--- src/rtl/ifu_pkg.sv ---
// Shared types and constants for the instruction-fetch unit.
package ifu_pkg;

    localparam int CPU_WIDTH = 64;
    localparam int INS_WIDTH = 32;

    typedef enum logic [1:0] {
        REQ  = 2'd0,
        WAIT = 2'd1,
        HOLD = 2'd2
    } ifu_state_e;

    localparam logic [INS_WIDTH-1:0] NOP_INS = 32'h0000_0013;
    localparam logic [CPU_WIDTH-1:0] PC_STEP = 64'd4;

    // Redirect targets are forced onto a 4-byte instruction boundary.
    function automatic logic [CPU_WIDTH-1:0] align_pc(input logic [CPU_WIDTH-1:0] pc);
        return pc & ~(64'h3);
    endfunction

endpackage

--- src/rtl/ifu_fetch.sv ---
// Instruction-fetch unit: owns the fetch PC, issues one imem read at a time
// and presents the returned instruction to the IF/ID register.
module ifu_fetch
    import ifu_pkg::*;
#(
    parameter logic [CPU_WIDTH-1:0] RESET_PC = 64'h8000_0000
) (
    input  logic                 i_clk,
    input  logic                 i_rst_n,
    input  logic                 i_redirect,
    input  logic [CPU_WIDTH-1:0] i_redirect_pc,
    output logic                 o_imem_req_valid,
    input  logic                 i_imem_req_ready,
    output logic [CPU_WIDTH-1:0] o_imem_addr,
    input  logic                 i_imem_rsp_valid,
    input  logic [INS_WIDTH-1:0] i_imem_rsp_data,
    output logic                 if_valid_o,
    input  logic                 if_ready_i,
    output logic [INS_WIDTH-1:0] o_ifu_ins,
    output logic [CPU_WIDTH-1:0] o_ifu_pc
);

    logic [CPU_WIDTH-1:0] pc;
    ifu_state_e           state;
    logic [INS_WIDTH-1:0] ins_buf;
    logic                 drop;

    logic [CPU_WIDTH-1:0] redir_pc;
    logic                 deliver;

    assign redir_pc         = align_pc(i_redirect_pc);
    assign o_imem_req_valid = (state == REQ);
    assign o_imem_addr      = pc;
    // A redirect masks delivery so the instruction is never consumed.
    assign if_valid_o       = (state == HOLD) & ~i_redirect;
    assign o_ifu_ins        = ins_buf;
    assign o_ifu_pc         = pc;
    assign deliver          = if_valid_o & if_ready_i;

    always_ff @(posedge i_clk) begin
        if (i_rst_n) begin
            pc      <= RESET_PC;
            state   <= REQ;
            ins_buf <= NOP_INS;
            drop    <= 1'b0;
        end else begin
            case (state)
                REQ: begin
                    if (i_redirect) begin
                        pc <= redir_pc;
                        // The old address was already accepted; its data must be discarded.
                        if (i_imem_req_ready) begin
                            state <= WAIT;
                            drop  <= 1'b1;
                        end
                    end else if (i_imem_req_ready) begin
                        state <= WAIT;
                    end
                end
                WAIT: begin
                    if (i_redirect) begin
                        pc   <= redir_pc;
                        drop <= 1'b1;
                    end
                    if (i_imem_rsp_valid) begin
                        if (drop | i_redirect) begin
                            drop  <= 1'b0;
                            state <= REQ;
                        end else begin
                            ins_buf <= i_imem_rsp_data;
                            state   <= HOLD;
                        end
                    end
                end
                HOLD: begin
                    if (i_redirect) begin
                        pc    <= redir_pc;
                        state <= REQ;
                    end else if (deliver) begin
                        pc    <= pc + PC_STEP;
                        state <= REQ;
                    end
                end
                default: state <= REQ;
            endcase
        end
    end

endmodule

--- config.mk ---
export PLATFORM = sky130hd
export DESIGN_NAME = ifu_fetch
export DESIGN_NICKNAME = d
export VERILOG_FILES = /design/src/rtl/ifu_pkg.sv /design/src/rtl/ifu_fetch.sv
export SDC_FILE = /design/constraint.sdc
export NUM_CORES = 1
export LEC_CHECK = 0
export ABC_AREA = 1
export CAP_MARGIN = 20
export CORE_ASPECT_RATIO = 1.25
export CORE_MARGIN = 3
export CORE_UTILIZATION = 45
export CTS_CLUSTER_DIAMETER = 150
export DETAILED_ROUTE_END_ITERATION = 16
export GPL_TIMING_DRIVEN = 0
export PLACE_DENSITY = 0.9
export REMOVE_ABC_BUFFERS = 1
export SLEW_MARGIN = 20
export SYNTH_ARGS = -nofsm -noshare
export SYNTH_HDL_FRONTEND = slang
export SYNTH_SLANG_ARGS = --single-unit
--- constraint.sdc ---
create_clock -name i_clk -period 1.8 [get_ports i_clk]
set_clock_uncertainty 0.05 [all_clocks]
set_input_delay 0.36 -clock i_clk [delete_from_list [all_inputs] [get_ports i_clk]]
set_output_delay 0.36 -clock i_clk [all_outputs]
set_load 0.02 [all_outputs]
==> results of run 1 <==
critical path, stage by stage, from the launching register on:
cell and delay (ps):
dfxtp_1 560, nand2_1 130, nor2_1 230, nand2_1 80, nor2_1 90, nand2_1 100, o21ai_0 180, nand3_1 110
nand2_1 100, a21oi_1 60
cells by family after synthesis:
family / share of synthesized area, %
AND/OR/NAND/NOR: 38.55
buffers and inverters: 15.30
AO/OA/AOI/OAI: 16.12
flip-flops: 28.14
XOR/XNOR: 1.650
adder cells (fa/ha/maj): 0.1813
other: 0.05434
routing by layer:
layer,part of all wire [%],GRT usage (%),vias up
li1,-,-,3974
met2,48,50.67,550
met5,0,0,-
met4,5.9,13.59,0
met1,35,31.49,3813
met3,11,7.744,115
state kept, by name, summed over array words and instances (netlist names):
signal     flops
state          2
o_ifu_ins     32
drop           1
o_ifu_pc      62
cells in the final DEF, fill, tap and decap left out, types with 42 or more instances in the layout:
master           count
clkdlybuf4s50_1    133
nand2_1            285
nor2_1             148
a21oi_1             63
nand3_1             67
dlygate4sd2_1       92
dfxtp_1             47
dfxtp_2             42
inv_1               79
o21ai_0             65
power groups by stage:
stage	Combinational, mW	Sequential (mW)	Clock (mW)
after global placement	1.37	2.52	0
final	1.47	2.49	1.98
after detailed placement	1.40	2.52	0
after CTS	1.37	2.48	2.00
after floorplan	0.390	2.72	0
after global routing	1.57	2.51	2.07
path summary, 6_finish.rpt:
path / start / end / slack [ps]
worst max-delay path: o_ifu_pc[55] / o_ifu_pc[63] / -30
worst min register to register: o_ifu_ins[4] / o_ifu_ins[4] / 420
worst min-delay path: i_rst_n / o_ifu_pc[32] / 390
worst max register to register: o_ifu_pc[55] / o_ifu_pc[63] / -30
repair_timing:
action                                  4_1_cts  5_1_grt
pin swaps                                     9       20
cloned                                        7        3
resized for setup                           168      137
setup buffers                                15       20
endpoints found under the setup margin      221      108
cell type report:
type,instances,share of cell area [%]
multi-input cells,841,41.65
repair buffers,298,29.69
well taps,182,2.208
flip-flops and latches,97,19.63
clock inverters,6,0.6431
inverters,89,3.616
clock buffers,10,2.221
repair inverters,3,0.3398
==> metrics.md, run 1 <==
| Metric | Value |
|---|---|
| Failing checks | setup timing |
| Htree depth | 3 |
| Worst Path Max Fanout | 7 |
| LEAKAGE | 4.613 nW |
| Port bufs | 257 |
| Max_slew headroom | 56.22% |
| Number of enable flip-flop cells after synthesis | 0 |
| # fillers | between 1000 and 1500 |
| Min Hold Slack | a little under 400 ps |
| Status | finished, violations left |
| Fin crit period | 1834 ps |
| Clk slew on worst S/H paths | 70 ps |
| TritonCTS Buffers | 9 |
| Overall Power | 5.942 mW |
| Gr ovfl total | 0 |
| Die ar. | 16860 um^2 |
| Share of cells above drive strength 1 | 17.19% |
| Worst setup SP type | flop |
| Post-Syn Area per Cell | 6.112 um^2 |
| Post-synth cell types | 39 |
| WP data arrival | approximately 2000 ps |
| Max Cap Viol | 0 |
| Pin count of the biggest net entering global routing | 42 |
| Place WS | -1887 ps |
| Sequential fraction of design power | 42.0% |
| Cell taking the most area after synthesis | dfxtp_1 |
| Slack of the critical path | -34.43 ps |
| Cells after synthesis | 1129 |
| Cts hold-fix bufs | 0 |
| Peak supply drop | 0.5631 mV |
| CP Capture Type | flop |
| Ys Warns | 0 |
| Post-Route Setup TNS | -34.43 ps |
| CTS max path bufs | 2 |
| Row Count | 50 |
| Clk sinks | 97 |
| Antenna violations before repair | 0 |
| First-pass GRT wire length | 38080 um |
| Clock power share | approximately 33% |
| Via/cell ratio | 5.539 |
| Final-stage net count | 1442 |
| Max-slew violations | 0 |
| Pwr dens | about 580 nW/um^2 |
| Sw frac | a little under a third |
| Register area | between 2000 and 2500 um^2 |
| Residual DRC | 0 |
| Hold Crit Class | in2reg |
| Die height | between 100 and 150 um |
| Initial drt markers | 857 |
| Sw Pwr | 1.891 mW |
| GRT Util Overall | between 20 and 30% |
| Setup violations, final | 1 |
| Dpl cell area | 9089 um^2 |
| Vias in the first global route | 7708 |
| Flop and latch count out of synthesis | 97 |
| Main flop type after synthesis | dfxtp_1 |
| Wire per inst | between 15 and 20 um |
| Gpl congestion | 0.9661 |
| Dpl hpwl | 17640 um |
| Number of I/O pins | 264 |
| Core area | roughly 15000 um^2 |
| Starting Density | a little under half |
| Final cell count without fillers | roughly 1500 |
| Design area | 10310 um^2 |
| Placed cell count | 1465 |
| Final Util | 68.68% |
| Slew @ Worst Pin | 655.7 ps |
| Fin crit share | 101.9% |
| Seq/Total Area, Yosys | roughly 28% |
| Worst EP required | 1990 ps |
| Synth-to-layout area growth | 49.43% |
| Synthesized cell area | 6900 um^2 |
| Root Buffer Master | clkbuf_16 |
| Top post-synthesis cells by count | 309 x nand2_1, 180 x nor2_1, 97 x dfxtp_1 |
| Ant diodes | 0 |
| Logic pwr share | approximately a quarter |
| Drt pass-1 iters | 7 |
| CTS tree | done |
| Most common cell in the synthesized netlist | nand2_1 |
| Top post-synthesis cells by area | dfxtp_1 28%, nand2_1 17%, nor2_1 9.8% |
| Kind of critical path | reg2reg |
| Total wire length | 26870 um |
| Max Freq | 0.5451 GHz |
| Hold Crit Depth | 2 |
| Int Pwr | between 4 and 5 mW |
| Share of the synthesized area in the top cell type | between 20 and 30% |
| Latest clock arrival within the worst-skew pair | approximately 350 ps |
| Chip width | 116.8 um |
| ANT nets after route | 0 |
| Ys async rst share | 0% |
| Cells on worst reg2reg path | 9 |
| Multi-input gate area in the final layout | 4294 um^2 |
| Vias | 8452 |
| Final hold vios | 0 |
| RSZ-0062 raised after global routing | yes |
No activity file was read; power rests on OpenSTA's default activity.
==> inputs of run 2 (changes only) <==
- CORE_MARGIN: 3 -> 2
- HOLD_SLACK_MARGIN: default -> 0.15
==> run 2 against run 1 <==
The run still ends with setup timing left. Power up 1.6%. Sequential power about the same. Via count up 4.9%. Critical path depth unchanged. Maximum frequency down 3.8%. Register-to-register slack worse by 70 ps. Final cell count up 1.0%. Wire length up 7.7%. Highest routed layer unchanged.
==> metrics.md, run 2 (synthesis results as in run 1) <==
| Metric | Value |
|---|---|
| Overall Power | 6.040 mW (+1.6%) |
| Max Freq | 0.5244 GHz (-3.8%) |
| Core area | 15010 um^2 (unchanged) |
| Root Buffer Master | clkbuf_16 |
| Final Util | 70.20% (+1.5 points) |
| Number of I/O pins | 264 (unchanged) |
| Row Count | 50 (unchanged) |
| Worst EP required | 2000 ps (about the same) |
| Place WS | -1893 ps (-6.090 ps) |
| Die ar. | 16350 um^2 (-3.1%) |
| Gr ovfl total | 0 (unchanged) |
| Fin crit period | 1907 ps (+72.45 ps) |
| CTS max path bufs | 2 (unchanged) |
| Logic pwr share | 24.9% (+0.2 points) |
| CP Capture Type | flop |
| Antenna violations before repair | 0 (unchanged) |
| Kind of cell adding the most delay to the critical path | simple AND/OR/NAND/NOR gates |
| Hold Crit Class | in2reg |
| Cts hold-fix bufs | 0 (unchanged) |
| WP data arrival | 2110 ps (+90 ps) |
| RSZ-0062 raised after global routing | yes |
| Status | finished, violations left |
| ANT nets after route | 0 (unchanged) |
| Chip width | 114.8 um (-1.7%) |
| Drt pass-1 iters | 8 (+1) |
| Worst Path Max Fanout | 6 (-1) |
| Total wire length | 28940 um (+7.7%) |
| Max reg flops | 62 (unchanged) |
| Die height | 142.4 um (-1.4%) |
| Setup violations, final | 8 (+7) |
| CTS tree | done |
| Vias in the first global route | 8108 (+5.2%) |
| Max_slew headroom | 55.87% (-0.35 points) |
| Latest clock arrival within the worst-skew pair | 370 ps (+20 ps) |
| Peak supply drop | 0.5721 mV (+1.6%) |
| Share of cells above drive strength 1 | 19.19% (+2.0 points) |
| TritonCTS Buffers | 9 (unchanged) |
| Critical path cell sequence | nand2_2 > nor2_4 > nand2_1 > nor2_2 > nand2_1 > o21ai_0 > nand3_1 > nand2_1 > a21oi_1 |
| Synth-to-layout area growth | 52.75% |
| Sw frac | 34.28% (+2.5 points) |
| Max Cap Viol | 0 (unchanged) |
| Dpl hpwl | 17560 um (-0.48%) |
| Htree depth | 3 (unchanged) |
| Vias | 8869 (+4.9%) |
| Sequential fraction of design power | 41.4% (-0.6 points) |
| Most common cell after layout, fill and taps aside | nand2_1 |
| Post-Route Setup TNS | -398.5 ps (-364.1 ps) |
| LEAKAGE | 4.714 nW (+2.2%) |
| Kind of critical path | reg2reg |
| Pin count of the biggest net entering global routing | 42 (unchanged) |
| First-pass GRT wire length | 40460 um (+6.2%) |
| Gpl congestion | 0.9385 (-2.9%) |
| Initial drt markers | 922 (+7.6%) |
| Slowest cell delay on critical path | 410 ps (-150 ps) |
| Residual DRC | 0 (unchanged) |
| Sw Pwr | 2.070 mW (+9.5%) |
| Fin crit share | 105.9% (+4.0 points) |
| Clk slew on worst S/H paths | 90 ps (+20 ps) |
| CP max stage cell | dfxtp_2 |
| Slack of the critical path | -106.9 ps (-72.45 ps) |
| Final hold vios | 0 (unchanged) |
| Failing checks | setup timing |
| Worst setup SP type | flop |
| Ant diodes | 0 (unchanged) |
| Commonest cells after routing, fill and taps aside | 288 x nand2_1, 142 x nor2_1, 132 x clkdlybuf4s50_1 |
| Int Pwr | 3.969 mW (-2.0%) |
| Clock power share | 33.7% (+0.3 points) |
| Clk sinks | 97 (unchanged) |
| Via/cell ratio | 5.752 (+3.8%) |
| Wire per inst | 18.77 um (+6.6%) |
| Slew @ Worst Pin | 660.9 ps (+5.242 ps) |
| Most used cell, CP | nand2_1 |
| WP buf/inv | 0 (unchanged) |
| Starting Density | 45.96% (unchanged) |
| GRT Util Overall | 31.46% (+2.8 points) |
| Port bufs | 257 (unchanged) |
| Pwr dens | 573.0 nW/um^2 (-0.57%) |
| Final-stage net count | 1458 (+1.1%) |
| Max-slew violations | 0 (unchanged) |
run 2: cell count changes in the layout (fill, tap and decap cells not counted), moves of 3 or more:
cell and change:
buf_4 +14, buf_12 -6, dfxtp_4 +6, nor2_1 -6, dfxtp_1 -5, nand2_2 -5, clkinv_8 +4, nor2_2 +4
nand2_1 +3
run 2: what timing repair did:
action,CTS,global route
resized for setup,180,161
pin swaps,9,19
gates cloned,9,4
setup buffers,21,28
endpoints found under the setup margin,221,103
run 2: worst paths after layout:
kind / from / end / slack, ps / depth (start not counted)
worst max register to register: o_ifu_pc[7] / o_ifu_pc[55] / -110 / 9
worst max-delay path: o_ifu_pc[7] / o_ifu_pc[55] / -110 / 9
worst min-delay path: i_rst_n / o_ifu_pc[60] / 400 / 2
worst min register to register: o_ifu_ins[9] / o_ifu_ins[9] / 430 / 2
run 2: cell type report:
cell class / instances / area (um^2)
Sequential cell: 97 / 2046
Clock buffer: 9 / 225.2
Timing Repair Buffer: 312 / 3152
Fill cell: 1195 / 4474
Tap cell: 182 / 227.7
Inverter: 89 / 370.4
Multi-Input combinational cell: 841 / 4362
Timing Repair inverter: 5 / 68.82
Clock inverter: 7 / 88.84
run 2: stage by stage:
step / std cells / hold slack (ps) / area, um^2
6_report: 1542 / 398.1 / 10540
5_1_grt: 1542 / 424.5 / 10540
4_1_cts: 1512 / 387.7 / 9826
3_5_place_dp: 1466 / 416.0 / 9124
3_3_place_gp: 1461 / 403.1 / 8991
2_1_floorplan: 1022 / 376.2 / 6191
run 2: power groups by stage:
| stage | sequential, mW | combinational (mW) | clock, mW |
|---|---|---|---|
| 2_1_floorplan | 2.72 | 0.390 | 0 |
| 3_3_place_gp | 2.52 | 1.37 | 0 |
| 3_5_place_dp | 2.53 | 1.40 | 0 |
| 4_1_cts | 2.48 | 1.39 | 2.04 |
| 5_1_grt | 2.52 | 1.60 | 2.13 |
| 6_report | 2.50 | 1.50 | 2.03 |
run 2: routing by layer:
metal / routed length, um / GRT usage [%] / up-vias
met2: 13810 / 54.87 / 649
met3: 3059 / 6.942 / 186
li1: - / - / 4003
met1: 9809 / 34.18 / 4031
met5: 0 / 0 / -
met4: 2268 / 19.97 / 0
